$ cat src/rtl/driver_leds_pwm.sv
// Memory-mapped LED controller: NUM_LEDS outputs, each either static or gated
// by a shared PWM dimmer and a frame-counted blink generator.
module driver_leds_pwm #(
    parameter int NUM_LEDS = 10,
    parameter int PWM_BITS = 8,
    parameter int PRESCALE = 1024
) (
    input  logic                clk,
    input  logic                reset_n,
    input  logic                chip_select,
    input  logic                write_enable,
    input  logic [2:0]          address,
    input  logic [31:0]         data_write,
    output logic [31:0]         data_read,
    output logic [NUM_LEDS-1:0] ledr
);

    localparam int              PS_W   = (PRESCALE > 1) ? $clog2(PRESCALE) : 1;
    localparam logic [PS_W-1:0] PS_MAX = PS_W'(PRESCALE - 1);

    typedef enum logic [2:0] {
        ADDR_VALUE  = 3'd0,
        ADDR_MODE   = 3'd1,
        ADDR_DUTY   = 3'd2,
        ADDR_BLINK  = 3'd3,
        ADDR_SET    = 3'd4,
        ADDR_CLR    = 3'd5,
        ADDR_STATUS = 3'd6,
        ADDR_ID     = 3'd7
    } reg_addr_e;

    logic [NUM_LEDS-1:0] r_value;
    logic [NUM_LEDS-1:0] r_mode;
    logic [PWM_BITS-1:0] r_duty;
    logic [15:0]         r_blink_period;
    logic [PS_W-1:0]     r_ps_cnt;
    logic [PWM_BITS-1:0] r_pwm_cnt;
    logic [15:0]         r_blink_cnt;
    logic                r_blink_phase;
    logic [31:0]         r_data_read;
    logic [NUM_LEDS-1:0] r_ledr;

    logic                w_write;
    logic                w_wr_blink;
    logic [NUM_LEDS-1:0] w_wdata_leds;
    logic                w_tick;
    logic                w_frame_end;
    logic                w_pwm_on;
    logic                w_blink_wrap;
    logic [NUM_LEDS-1:0] w_led_next;
    logic [31:0]         w_rd_data;
    logic                w_unused;

    assign w_write      = chip_select & write_enable;
    assign w_wr_blink   = w_write && (reg_addr_e'(address) == ADDR_BLINK);
    assign w_wdata_leds = data_write[NUM_LEDS-1:0];
    // Write-data bits above the register widths are discarded on purpose.
    assign w_unused     = ^data_write;

    // ------------------------------------------------------------------
    // Register file
    // ------------------------------------------------------------------
    always_ff @(posedge clk or negedge reset_n) begin
        if (!reset_n) begin
            r_value        <= '0;
            r_mode         <= '0;
            r_duty         <= '0;
            r_blink_period <= '0;
        end else if (w_write) begin
            // NOTE: non-blocking assignments keep every flop sampling pre-edge values.
            case (reg_addr_e'(address))
                ADDR_VALUE: r_value        <= w_wdata_leds;
                ADDR_MODE:  r_mode         <= w_wdata_leds;
                ADDR_DUTY:  r_duty         <= data_write[PWM_BITS-1:0];
                ADDR_BLINK: r_blink_period <= data_write[15:0];
                ADDR_SET:   r_value        <= r_value | w_wdata_leds;
                ADDR_CLR:   r_value        <= r_value & ~w_wdata_leds;
                default:    ;
            endcase
        end
    end

    // ------------------------------------------------------------------
    // Prescaler and PWM frame counter
    // ------------------------------------------------------------------
    assign w_tick      = (r_ps_cnt == PS_MAX);
    assign w_frame_end = w_tick & (&r_pwm_cnt);
    assign w_pwm_on    = (r_pwm_cnt < r_duty);

    always_ff @(posedge clk or negedge reset_n) begin
        if (!reset_n) begin
            r_ps_cnt <= '0;
        end else if (w_tick) begin
            r_ps_cnt <= '0;
        end else begin
            r_ps_cnt <= r_ps_cnt + PS_W'(1);
        end
    end

    always_ff @(posedge clk or negedge reset_n) begin
        if (!reset_n) begin
            r_pwm_cnt <= '0;
        end else if (w_tick) begin
            r_pwm_cnt <= r_pwm_cnt + PWM_BITS'(1);
        end
    end

    // ------------------------------------------------------------------
    // Blink generator: phase toggles every BLINK frames
    // ------------------------------------------------------------------
    assign w_blink_wrap = (r_blink_cnt == r_blink_period - 16'd1);

    always_ff @(posedge clk or negedge reset_n) begin
        if (!reset_n) begin
            r_blink_cnt   <= '0;
            r_blink_phase <= 1'b1;
        end else if (w_wr_blink || (r_blink_period == 16'd0)) begin
            // A new period restarts the blink cycle in the lit phase.
            r_blink_cnt   <= '0;
            r_blink_phase <= 1'b1;
        end else if (w_frame_end) begin
            if (w_blink_wrap) begin
                r_blink_cnt   <= '0;
                r_blink_phase <= ~r_blink_phase;
            end else begin
                r_blink_cnt <= r_blink_cnt + 16'd1;
            end
        end
    end

    // ------------------------------------------------------------------
    // Read path
    // ------------------------------------------------------------------
    always_comb begin
        // NOTE: default assignment first so no path leaves w_rd_data unassigned (no latch).
        w_rd_data = '0;
        case (reg_addr_e'(address))
            ADDR_VALUE:  w_rd_data = 32'(r_value);
            ADDR_MODE:   w_rd_data = 32'(r_mode);
            ADDR_DUTY:   w_rd_data = 32'(r_duty);
            ADDR_BLINK:  w_rd_data = 32'(r_blink_period);
            ADDR_STATUS: w_rd_data = {15'd0, r_blink_phase, 16'(r_pwm_cnt)};
            ADDR_ID:     w_rd_data = 32'(NUM_LEDS);
            default:     w_rd_data = '0;
        endcase
    end

    always_ff @(posedge clk or negedge reset_n) begin
        if (!reset_n) begin
            r_data_read <= '0;
        end else if (chip_select) begin
            r_data_read <= w_rd_data;
        end
    end

    // ------------------------------------------------------------------
    // LED output stage
    // ------------------------------------------------------------------
    assign w_led_next = r_value & (~r_mode | {NUM_LEDS{w_pwm_on & r_blink_phase}});

    always_ff @(posedge clk or negedge reset_n) begin
        if (!reset_n) begin
            r_ledr <= '0;
        end else begin
            r_ledr <= w_led_next;
        end
    end

    assign data_read = r_data_read;
    assign ledr      = r_ledr;

endmodule
$ cat config.mk
export PLATFORM = sky130hd
export DESIGN_NAME = driver_leds_pwm
export DESIGN_NICKNAME = d
export VERILOG_FILES = /design/src/rtl/driver_leds_pwm.sv
export SDC_FILE = /design/constraint.sdc
export NUM_CORES = 1
export LEC_CHECK = 0
export ABC_AREA = 1
export CAP_MARGIN = 20
export CORE_MARGIN = 10
export CORE_UTILIZATION = 30
export DETAILED_ROUTE_END_ITERATION = 12
export GPL_TIMING_DRIVEN = 0
export PLACE_DENSITY = 0.56
export SETUP_SLACK_MARGIN = 0.4
export SLEW_MARGIN = 40
export SYNTH_ARGS = -nofsm -noshare
export SYNTH_HDL_FRONTEND = slang
export SYNTH_SLANG_ARGS = --single-unit
$ cat constraint.sdc
create_clock -name clk -period 2.8 [get_ports clk]
set_input_delay 0.84 -clock clk [delete_from_list [all_inputs] [get_ports clk]]
set_output_delay 0.84 -clock clk [all_outputs]
set_load 0.01 [all_outputs]
# Word level (Yosys, flattened, before mapping)
# Index checks and enable logic that the tools add are counted.
dict set report totals {
  wordCells 56
  ff_bits 121
  in_bits 39
  output_inout_bits 42
}
dict set report classes {
  n_addsub 4
  n_reduce_logical 13
  n_mux 9
  order_cmp 1
  n_eq_ne 9
  bitwise 10
}
# cell count
set op_table {}
lappend op_table {{$pmux W17 S6} 1}
lappend op_table {{$mux W16} 3}
lappend op_table {{$pmux W10 S3} 1}
lappend op_table {{$and A10 B10 Y10} 2}
lappend op_table {{$not A10 Y10} 2}
lappend op_table {{$or A10 B10 Y10} 2}
lappend op_table {{$add A16 B1 Y16 const B} 1}
lappend op_table {{$eq A16 B16 Y1} 1}
lappend op_table {{$logic_not A16 Y1} 1}
lappend op_table {{$sub A16 B1 Y16 const B} 1}
lappend op_table {{$eq A3 B3 Y1 const B} 4}
lappend op_table {{$add A10 B1 Y10 const B} 1}
lappend op_table {{$eq A10 B10 Y1 const B} 1}
lappend op_table {{$mux W10} 1}
lappend op_table {{$reduce_and A2 Y1} 5}
lappend op_table {{$add A8 B1 Y8 const B} 1}
lappend op_table {{$lt A8 B8 Y1} 1}
lappend op_table {{$reduce_and A8 Y1} 1}
lappend op_table {{$eq A3 B2 Y1 const B} 2}
lappend op_table {{$reduce_bool A2 Y1} 2}
lappend op_table {{$and A1 B1 Y1} 3}
lappend op_table {{$eq A3 B1 Y1 const B} 1}
lappend op_table {{$logic_not A3 Y1} 1}
lappend op_table {{$mux W1} 3}
lappend op_table {{4 further kinds} 4}

# Logic depth before layout (Yosys ltp)
# Gate-level depths: netlist of run 1.
dict set report logic_depth {
  depth_word 5
  ltp_mapped 16
  depth_no_buf 16
}

# Least setup slack after synthesis of run 1
# Ideal clock, no wire load.
dict set report synth_path {
  path_kind {input-to-reg}
  startpoint {input address[0]}
  endpoint {register r_blink_cnt[2]}
  required_ns 2.727
  path_stages 12
  n_path_buf 2
  path_slack_ns 0.790
  setup_ns 0.073
  t_arrival_ns 1.937
  cell_sequence {clkbuf_2 -> nand3_1 -> nor2_1 -> inv_2 -> o21ai_4 -> inv_2 -> o21ai_4 -> buf_6 -> nand2_1 -> nand2_1 -> nand2_1 -> a21oi_2}
}
dict set report synth_between {
  elab_chain_cells 4
  word_cells_on_any_way 5
  cone_classes {eq/ne (1); mux (1); reduce/logical (3)}
}
# item line
set synth_lines {}
lappend synth_lines {{start, declared} 12} ;# input logic [2:0] address,
lappend synth_lines {{$eq A3 B2 Y1 (*)} 55} ;# assign w_wr_blink = w_write && (reg_addr_e'(address) == ADDR_BLINK);
lappend synth_lines {{$logic_and A1 B1 Y1 (*)} 55}
lappend synth_lines {{$logic_or A1 B1 Y1 (*)} 117} ;# end else if (w_wr_blink || (r_blink_period == 16'd0)) begin
lappend synth_lines {{$mux W16 or $reduce_bool A2 Y1 (tied branches)} -}
lappend synth_lines {{end signal, assigned} 126} ;# r_blink_cnt <= r_blink_cnt + 16'd1;
lappend synth_lines {{end, declared} 38} ;# logic [15:0] r_blink_cnt;
# Mark *: on every way between the ends. The rest lies on a longest branch, timed or not.
# A chain may end at the register's enable or synchronous reset.

# Worst setup path in the final report of run 1
dict set report layout_path {
  startpoint {input chip_select}
  endpoint {register r_blink_cnt[2]}
}
dict set report layout_between {
  elab_chain_cells 4
  word_cells_on_any_way 5
  cone_classes {mux (1); bitwise (1); reduce/logical (3)}
}
# item line
set layout_lines {}
lappend layout_lines {{start, declared} 10} ;# input logic chip_select,
lappend layout_lines {{$and A1 B1 Y1 (*)} 54} ;# assign w_write = chip_select & write_enable;
lappend layout_lines {{$logic_and A1 B1 Y1 (*)} 55}
lappend layout_lines {{$logic_or A1 B1 Y1 (*)} 117}
lappend layout_lines {{$mux W16 or $reduce_bool A2 Y1 (tied branches)} -}
# Marked as above.

==> results of run 1 <==
==> layout by cell type (no fill, tap or decap), types with 17 or more instances in the layout <==
| master | netlist | final |
|---|---|---|
| o21ai_0 | 59 | 59 |
| dfrtp_1 | 105 | 105 |
| inv_1 | 92 | 92 |
| nor2_1 | 39 | 38 |
| nand3_1 | 27 | 27 |
| buf_4 | 16 | 17 |
| clkdlybuf4s50_1 | 0 | 45 |
| xor2_1 | 23 | 23 |
| a21oi_1 | 31 | 31 |
| nand2_1 | 167 | 166 |
==> worst paths after layout <==
kind	to	start	slack (ps)
hold / removal	r_mode[2]$_DFFE_PN0P_	reset_n	350
hold reg to reg	ledr[0]$_DFF_PN0_	r_mode[0]$_DFFE_PN0P_	480
setup reg to reg	r_blink_cnt[2]$_DFFE_PN0P_	r_blink_period[0]$_DFFE_PN0P_	660
min in group clk	ledr[0]$_DFF_PN0_	r_mode[0]$_DFFE_PN0P_	480
max in group asynchronous	r_blink_cnt[11]$_DFFE_PN0P_	reset_n	1810
setup / recovery	r_blink_cnt[2]$_DFFE_PN0P_	chip_select	540
==> state kept, by name, summed over array words and instances (netlist names) <==
signal,cells
data_read,17
ledr,10
r_blink_cnt,16
r_blink_period,16
r_blink_phase,1
r_duty,8
r_mode,10
r_ps_cnt,10
r_pwm_cnt,8
r_value,10
==> cells by family after synthesis <==
kind of cell | count (synthesis)
flops | 106
fa+ha+maj | 11
simple gates | 282
xor+xnor | 37
compound gates | 130
buf+inv | 128
mux | 4
other cells | 1
==> per-stage QoR <==
stage	cell area, µm²	std cells
floorplan	5807	713
global placement	6580	995
detailed placement	6624	996
CTS	6903	1012
global route	6920	1012
finish	6920	1012
==> critical path, stage by stage <==
cell and delay, ps:
clkdlybuf4s50_1 510, nand2_1 110, nor2_2 150, inv_2 110, o21ai_4 100, inv_2 130, o21ai_4 130, buf_6 190
nand2_1 60, nand2_1 60, nand2_1 60, a21oi_2 90
==> metal layers <==
metal / global-route usage, % / routed length (µm) / vias to the layer above / share of wire (%)
li1: - / - / 2379 / -
met1: 16.28 / 7014 / 2225 / 48
met2: 19.28 / 6710 / 84 / 46
met3: 3.454 / 779 / 8 / 5.3
met4: 2.647 / 133 / 0 / 0.91
met5: 0 / 0 / - / 0
==> report_power, final <==
part,internal [W],switching [W],total (W)
combinational,0.000391,0.000506,0.000897
sequential,0.00174,0.000171,0.00191
clock,0.000606,0.000572,0.00118
==> what timing repair did <==
| action | in CTS | in global routing |
|---|---|---|
| setup endpoints to repair | 27 | 49 |
| buffers inserted | 0 | 0 |
| resized for setup | 3 | 7 |
| hold endpoints to repair | 0 | 0 |
| pin swaps | 0 | 1 |
==> cell type report <==
type / instances / area [µm²]
multi-input cells: 479 / 2623
clock inverters: 6 / 41.29
plain buffers: 31 / 198.9
repair buffers: 49 / 518.0
clock buffers: 10 / 229.0
fillers: 1959 / 11850
well taps: 234 / 292.8
flip-flops and latches: 106 / 2654
inverters: 97 / 364.1
==> flow_metrics.env, run 1 <==
export IMPL_fp_dieW_um=158.5
export IMPL_final_util_pct=36.87
export IMPL_numCtsBuffers=9
export IMPL_synth_compound_area_share_pct=13.39
export IMPL_grt_max_degree=72
export IMPL_cts_clk_slew_worst_paths_ps=70
export IMPL_async_flop_share_pct=100.0
export IMPL_die_height_um=158.5
export IMPL_status="finished clean"
export IMPL_setup_viol=0
export IMPL_worstPathRequired_ps=3080
export IMPL_hp_class="primary input to async pin"
export IMPL_antenna_left=0
export IMPL_cts_sinks=106
export IMPL_power_leakage_nw=3.257
export IMPL_clock_latency_ps=350
export IMPL_ys_warn_count=0
export IMPL_final_hold_viol_count=0
export IMPL_yosysMostFrequentCell="nand2_1"
export IMPL_ys_ff_latch=106
export IMPL_layout_setup_ws_ps=544.6
export IMPL_track_usage_pct=12.22
export IMPL_post_synth_cell_area_avg_um2=8.232
export IMPL_synth_ff_type="dfrtp_1"
export IMPL_initial_core_util_pct=30.66
export IMPL_vias_per_cell=4.640
export IMPL_finClkSkew_ps=4.765
export IMPL_slew_headroom_pct=54.79
export IMPL_rsz0062_at_grt="false"
export IMPL_post_route_min_period_ps=2255
export IMPL_port_buffers=48
export IMPL_clockRootBuffer="clkbuf_16"
export IMPL_maxCapViolCount=0
export IMPL_finalNetCount=823
export IMPL_critPathArrivalTime_ps=2540
export IMPL_ys_seq_area_share_pct=46.12
export IMPL_synth_simple_gate_area_share_pct=21.92
export IMPL_clk_path_buf_depth=2
export IMPL_cts_tree="built"
export IMPL_postRouteWirelength_um=14640
export IMPL_routedWlPerCell_um=14.46
export IMPL_firstDrtPassIters=5
export IMPL_grt_pass1_vias=4668
export IMPL_synth_commonest_cells="167 x nand2_1, 105 x dfrtp_1, 92 x inv_1, 59 x o21ai_0, 39 x nor2_1"
export IMPL_grt_pass1_wl_um=24370
export IMPL_ys_types=45
export IMPL_drc=0
export IMPL_power_density_nw_per_um2=575.6
export IMPL_r2r_cells=13
export IMPL_antenna_found_initial=0
export IMPL_syn_inst=699
export IMPL_num_antenna_cells=0
export IMPL_end_kind="register"
export IMPL_ctsHoldBuffers=0
export IMPL_dp_worst_setup_slack_ps=-168.6
export IMPL_globalRouteOverflowTotal=0
export IMPL_num_vias=4696
export IMPL_drive_above_1_share_pct=10.93
export IMPL_timing_fmax_ghz=0.4434
export IMPL_worst_slew_pin_slew_ps=678.2
export IMPL_synth_adder_area_share_pct=2.392
export IMPL_cp_start_kind="primary input"
export IMPL_routabilityCongestion=0.8505
export IMPL_hold_worst_slack_ps=353.9
export IMPL_synth_top_family_by_area="simple AND/OR/NAND/NOR gates"
export IMPL_muxShareOfSynthArea_pct=0.7828
export IMPL_num_rows=50
export IMPL_vdd_drop_max_uv=285.6
export IMPL_detail_route_iter0_violations=273
export IMPL_areaGrowthSynthToFinish_pct=20.27
export IMPL_path_max_fanout=10
export IMPL_io_pins=81
export IMPL_yosys_area_top_type_share_pct=45.66
export IMPL_period_share_pct=80.55
export IMPL_core_um2=18770
export IMPL_hpwl_um=11110
export IMPL_worstSetupPathType="primary input to register"
export IMPL_netlist_area_um2=5754
export IMPL_synth_area_leader_cell="dfrtp_1"
export IMPL_synth_edf_count=0
export IMPL_dieArea_um2=25120
export IMPL_drv_slew=0
export IMPL_p_total_w=0.003983
export IMPL_synth_xor_area_share_pct=5.632
export IMPL_fin_setup_tns_ps=0
export IMPL_htree_num_levels=3
export IMPL_synth_area_leaders="dfrtp_1 46%, nand2_1 11%, inv_1 6.0%"
Note: power is estimated with default switching activity, not from simulation.
==> inputs of run 2 (changes only) <==
- clock period: 2.8 -> 2.15 ns (I/O delays scaled with it)
==> flow_metrics.env, run 2 (synthesis gave the netlist of run 1 again) <==
export IMPL_worstPathRequired_ps=2400
export IMPL_dieArea_um2=25120
export IMPL_num_rows=50
export IMPL_num_vias=4882
export IMPL_finalNetCount=853
export IMPL_end_kind="register"
export IMPL_grt_pass1_wl_um=25300
export IMPL_clockRootBuffer="clkbuf_16"
export IMPL_firstDrtPassIters=5
export IMPL_hpwl_um=11000
export IMPL_detail_route_iter0_violations=310
export IMPL_antenna_left=0
export IMPL_cts_tree="built"
export IMPL_largest_reg_flops=17
export IMPL_drive_above_1_share_pct=22.03
export IMPL_critPathArrivalTime_ps=2170
export IMPL_post_route_min_period_ps=1925
export IMPL_placed_cells=996
export IMPL_finClkSkew_ps=8.202
export IMPL_power_density_nw_per_um2=743.2
export IMPL_cts_clk_slew_worst_paths_ps=70
export IMPL_core_um2=18770
export IMPL_dp_worst_setup_slack_ps=-596.9
export IMPL_postRouteWirelength_um=15400
export IMPL_initial_core_util_pct=30.66
export IMPL_track_usage_pct=12.81
export IMPL_vdd_drop_max_uv=393.4
export IMPL_cts_sinks=106
export IMPL_numCtsBuffers=9
export IMPL_globalRouteOverflowTotal=0
export IMPL_mostFrequentLayoutCell="nand2_1"
export IMPL_antenna_found_initial=0
export IMPL_rsz0062_at_grt="true"
export IMPL_num_antenna_cells=0
export IMPL_path_max_fanout=7
export IMPL_timing_fmax_ghz=0.5196
export IMPL_hp_class="primary input to async pin"
export IMPL_ctsHoldBuffers=0
export IMPL_mostFrequentLayoutCells="158 x nand2_1, 97 x dfrtp_1, 85 x inv_1, 58 x o21ai_0, 42 x buf_4"
export IMPL_grt_pass1_vias=4814
export IMPL_vias_per_cell=4.685
export IMPL_power_leakage_nw=3.563
export IMPL_slew_headroom_pct=60.10
export IMPL_clk_path_buf_depth=2
export IMPL_port_buffers=48
export IMPL_routabilityCongestion=0.8138
export IMPL_io_pins=81
export IMPL_drc=0
export IMPL_cp_start_kind="register"
export IMPL_htree_num_levels=3
export IMPL_period_share_pct=89.52
export IMPL_setup_viol=0
export IMPL_status="finished clean"
export IMPL_areaGrowthSynthToFinish_pct=31.07
export IMPL_final_cells=1042
export IMPL_drv_slew=0
export IMPL_die_height_um=158.5
export IMPL_maxCapViolCount=0
export IMPL_worst_slew_pin_slew_ps=598.4
export IMPL_fin_setup_tns_ps=0
export IMPL_fp_dieW_um=158.5
export IMPL_clock_latency_ps=360
export IMPL_final_hold_viol_count=0
export IMPL_grt_max_degree=60
export IMPL_worstSetupPathType="register to register"
export IMPL_layout_setup_ws_ps=225.4
export IMPL_routedWlPerCell_um=14.78
[run 2: cell types whose count changed in the layout (fill, tap and decap cells not counted), sizes merged, moves of 2 or more]
cell / before / now
dlymetal6s2s: 2 / 0
dlygate4sd2: 0 / 29
clkinv: 5 / 1
buf: 22 / 52
clkdlybuf4s50: 45 / 17
[run 2: power by group]
part,internal [W],switching [W],total (W)
sequential,0.00227,0.000250,0.00252
clock,0.00101,0.000778,0.00179
combinational,0.000561,0.000740,0.00130
total,0.00384,0.00177,0.00561
[run 2: through the flow]
| step | hold slack, ps | utilization [%] | power [W] | cell area (µm²) |
|---|---|---|---|---|
| CTS | 225.6 | 39.09 | 0.005597 | 7336 |
| global placement | 460.7 | 35.37 | 0.003705 | 6639 |
| detailed placement | 459.4 | 35.58 | 0.003718 | 6678 |
| finish | 204.1 | 40.19 | 0.005605 | 7542 |
| global route | 229.8 | 40.19 | 0.005944 | 7542 |
| floorplan | 349.4 | - | 0.003234 | 5866 |
[run 2: final timing paths]
check | end | cells after the start | slack, ps | start
max | r_blink_cnt[4]$_DFFE_PN0P_ | 12 | 230 | r_blink_period[1]$_DFFE_PN0P_
min | ledr[0]$_DFF_PN0_ | 1 | 200 | reset_n
max reg2reg | r_blink_cnt[4]$_DFFE_PN0P_ | 12 | 230 | r_blink_period[1]$_DFFE_PN0P_
min reg2reg | ledr[5]$_DFF_PN0_ | 1 | 480 | r_mode[5]$_DFFE_PN0P_
max in group asynchronous | r_blink_period[7]$_DFFE_PN0P_ | 2 | 1340 | reset_n
min in group clk | ledr[5]$_DFF_PN0_ | 1 | 480 | r_mode[5]$_DFFE_PN0P_
[run 2: final cells by class]
cell class | instances | area [µm²]
buffer | 31 | 244.0
clock inverter | 4 | 56.30
inverter | 97 | 370.4
tap | 234 | 292.8
timing repair buffer | 78 | 733.2
fill | 1905 | 11230
clock buffer | 12 | 266.5
multi-input combinational | 480 | 2915
sequential | 106 | 2664
[run 2: metal layers]
| metal | GRT usage (%) | vias up | share of wire (%) |
|---|---|---|---|
| li1 | - | 2454 | - |
| met1 | 17.37 | 2307 | 48 |
| met2 | 19.36 | 105 | 45 |
| met3 | 3.670 | 16 | 5.9 |
| met4 | 3.749 | 0 | 1.6 |
| met5 | 0 | - | 0 |
[run 2: critical path, cell delays in order, from the launching register on]
cell,delay (ps)
dfrtp_1,410
inv_2,90
ha_4,180
nand2_8,70
nor2_8,150
nand2_4,70
o21ai_4,220
inv_4,70
o21ai_4,130
buf_6,180
nand4_1,80
nand2_1,110
a21oi_2,40
[run 2: what timing repair did]
action | in CTS | in global routing
pin swaps | 21 | 12
endpoints found under the hold margin | 0 | 0
resized for setup | 85 | 47
endpoints found under the setup margin | 115 | 76
gates cloned | 1 | 1
setup buffers | 20 | 8
==> inputs of run 3 (changes only) <==
==> constraint.sdc (replaced) <==
create_clock -name clk -period 2.15 [get_ports clk]
set_input_delay 0.645 -clock clk [delete_from_list [all_inputs] [get_ports clk]]
set_output_delay 0.645 -clock clk [all_outputs]
set_load 0.05 [all_outputs]
==> flow_metrics.env, run 3 (synthesis gave the netlist of run 1 again) <==
export IMPL_final_hold_viol_count=0
export IMPL_worstSetupPathType="register to register"
export IMPL_worstPathRequired_ps=2440
export IMPL_routedWlPerCell_um=14.84
export IMPL_globalRouteOverflowTotal=0
export IMPL_firstDrtPassIters=5
export IMPL_core_um2=18770
export IMPL_initial_core_util_pct=30.66
export IMPL_power_internal_w=0.003842
export IMPL_crit_buf_inv=1
export IMPL_p_switching_w=0.002048
export IMPL_r2r_setup_slack_ps=250
export IMPL_io_pins=81
export IMPL_critPathArrivalTime_ps=2190
export IMPL_p_clk_share_pct=30.3
export IMPL_reg2reg_to="r_blink_cnt[15]$_DFFE_PN0P_"
export IMPL_rsz0062_at_grt="true"
export IMPL_path_max_fanout=7
export IMPL_switching_share_pct=34.77
export IMPL_cp_slowest_stage_delay_ps=410
export IMPL_port_buffers=48
export IMPL_hpwl_um=11000
export IMPL_vias_per_cell=4.711
export IMPL_clockRootBuffer="clkbuf_16"
export IMPL_power_density_nw_per_um2=791.4
export IMPL_dieArea_um2=25120
export IMPL_end_kind="register"
export IMPL_postRouteWirelength_um=15420
export IMPL_maxCapViolCount=0
export IMPL_finalNetCount=850
export IMPL_worstReg2RegStart="r_blink_period[1]$_DFFE_PN0P_"
export IMPL_critPathSlowestCell="dfrtp_1"
export IMPL_detail_route_iter0_violations=285
export IMPL_antenna_found_initial=0
export IMPL_status="finished clean"
export IMPL_multi_input_area_um2=2922
export IMPL_vdd_drop_max_uv=393.3
export IMPL_grt_max_degree=60
export IMPL_hp_class="primary input to async pin"
export IMPL_seqCellArea_um2=2663
export IMPL_numCtsBuffers=9
export IMPL_dp_worst_setup_slack_ps=-596.9
export IMPL_areaGrowthSynthToFinish_pct=29.33
export IMPL_die_height_um=158.5
export IMPL_grt_pass1_vias=4803
export IMPL_routabilityCongestion=0.8138
export IMPL_cpLargestDelayFamily="simple AND/OR/NAND/NOR gates"
export IMPL_mostFrequentLayoutCell="nand2_1"
export IMPL_cts_clk_slew_worst_paths_ps=70
export IMPL_hold_worst_slack_ps=199.3
export IMPL_mostFrequentLayoutCells="160 x nand2_1, 98 x dfrtp_1, 85 x inv_1, 57 x o21ai_0, 43 x buf_4"
export IMPL_num_fill_cells=1929
export IMPL_num_rows=50
export IMPL_fp_dieW_um=158.5
export IMPL_crit_chain="inv_2, ha_4, nand2_8, nor2_8, nand2_4, o21ai_4, nor2_4, nor2_4, nand2_1, o21bai_1, nand2_1, a21oi_2"
export IMPL_drive_above_1_share_pct=24.60
export IMPL_drc=0
export IMPL_seqPwrFrac_pct=42.8
export IMPL_layout_setup_ws_ps=249.5
export IMPL_clock_latency_ps=360
export IMPL_grt_pass1_wl_um=25170
export IMPL_num_antenna_cells=0
export IMPL_cts_sinks=106
export IMPL_num_vias=4895
export IMPL_finClkSkew_ps=7.775
export IMPL_post_route_min_period_ps=1900
export IMPL_drv_slew=0
export IMPL_final_cells=1039
export IMPL_cp_start_kind="register"
export IMPL_timing_fmax_ghz=0.5262
export IMPL_slew_headroom_pct=58.85
export IMPL_clk_path_buf_depth=2
export IMPL_power_leakage_nw=3.509
export IMPL_r2r_cells=12
export IMPL_period_share_pct=88.39
export IMPL_ctsHoldBuffers=0
export IMPL_cts_tree="built"
export IMPL_track_usage_pct=12.75
export IMPL_combinationalPowerShare_pct=26.9
export IMPL_largest_reg_flops=17
export IMPL_antenna_left=0
export IMPL_placed_cells=996
export IMPL_worst_slew_pin_slew_ps=617.2
export IMPL_setup_viol=0
export IMPL_htree_num_levels=3
## run 3: changes by cell type in the layout (fill, tap and decap cells not counted), sizes merged
cell / before / now
dlygate4sd2: 29 / 2
buf: 52 / 68
clkdlybuf4s15: 1 / 10
clkbuf: 22 / 21
## run 3: stage by stage
stage | TNS, ps | utilization, % | total power (W) | area (µm²)
3_5_place_dp | -22340 | 35.58 | 0.004001 | 6678
3_3_place_gp | -433730 | 35.37 | 0.003989 | 6639
6_report | 0 | 39.65 | 0.005890 | 7442
4_1_cts | 0 | 38.75 | 0.005897 | 7273
2_1_floorplan | 0 | - | 0.003515 | 5866
5_1_grt | 0 | 39.65 | 0.006229 | 7442
## run 3: worst max-delay path by stage
stage	slack (ps)	startpoint	cells after the start	end
floorplan	370	address[0]	12	r_blink_cnt[2]$_DFFE_PN0P_
global placement	-3910	reset_n	1	r_blink_period[10]$_DFFE_PN0P_
detailed placement	-600	address[2]	7	r_blink_period[0]$_DFFE_PN0P_
CTS	240	r_blink_period[1]$_DFFE_PN0P_	12	r_blink_cnt[4]$_DFFE_PN0P_
global route	80	r_blink_period[2]$_DFFE_PN0P_	13	r_blink_cnt[14]$_DFFE_PN0P_
finish	250	r_blink_period[1]$_DFFE_PN0P_	12	r_blink_cnt[15]$_DFFE_PN0P_
## run 3: layer usage
metal  GRT usage, %  vias to the layer above  part of all wire [%]
li1               -                     2450                     -
met1          17.35                     2314                    47
met5              0                        -                     0
met3          3.643                       20                   6.4
met4          3.882                        0                   1.6
met2          19.12                      111                    45
## run 3: power by group through the flow
| stage | clock network (W) | logic (W) | registers [W] |
|---|---|---|---|
| after floorplan | 0 | 0.000776 | 0.00274 |
| after global placement | 0 | 0.00146 | 0.00252 |
| after detailed placement | 0 | 0.00148 | 0.00252 |
| after CTS | 0.00184 | 0.00156 | 0.00250 |
| after global routing | 0.00191 | 0.00176 | 0.00256 |
| final | 0.00179 | 0.00159 | 0.00252 |
## run 3: repair_timing
item | 4_1_cts | 5_1_grt
gates cloned | 1 | 0
resized for setup | 155 | 64
setup endpoints to repair | 115 | 82
setup buffers | 18 | 8
pin swaps | 8 | 10
## run 3: worst register-to-register path, cell delays in order, from the launching register on
cell and delay [ps]:
dfrtp_1 410, inv_2 90, ha_4 170, nand2_8 70, nor2_8 150, nand2_4 80
o21ai_4 230, nor2_4 110, nor2_4 120, nand2_1 90, o21bai_1 130, nand2_1 80
a21oi_2 100
## run 3: area by class of cell
type	instances	share of cell area, %
clock inverters	4	0.7566
clock buffers	12	3.581
well taps	234	3.934
flip-flops and latches	106	35.78
multi-input cells	480	39.26
inverters	97	4.976
repair buffers	75	8.490
plain buffers	31	3.228
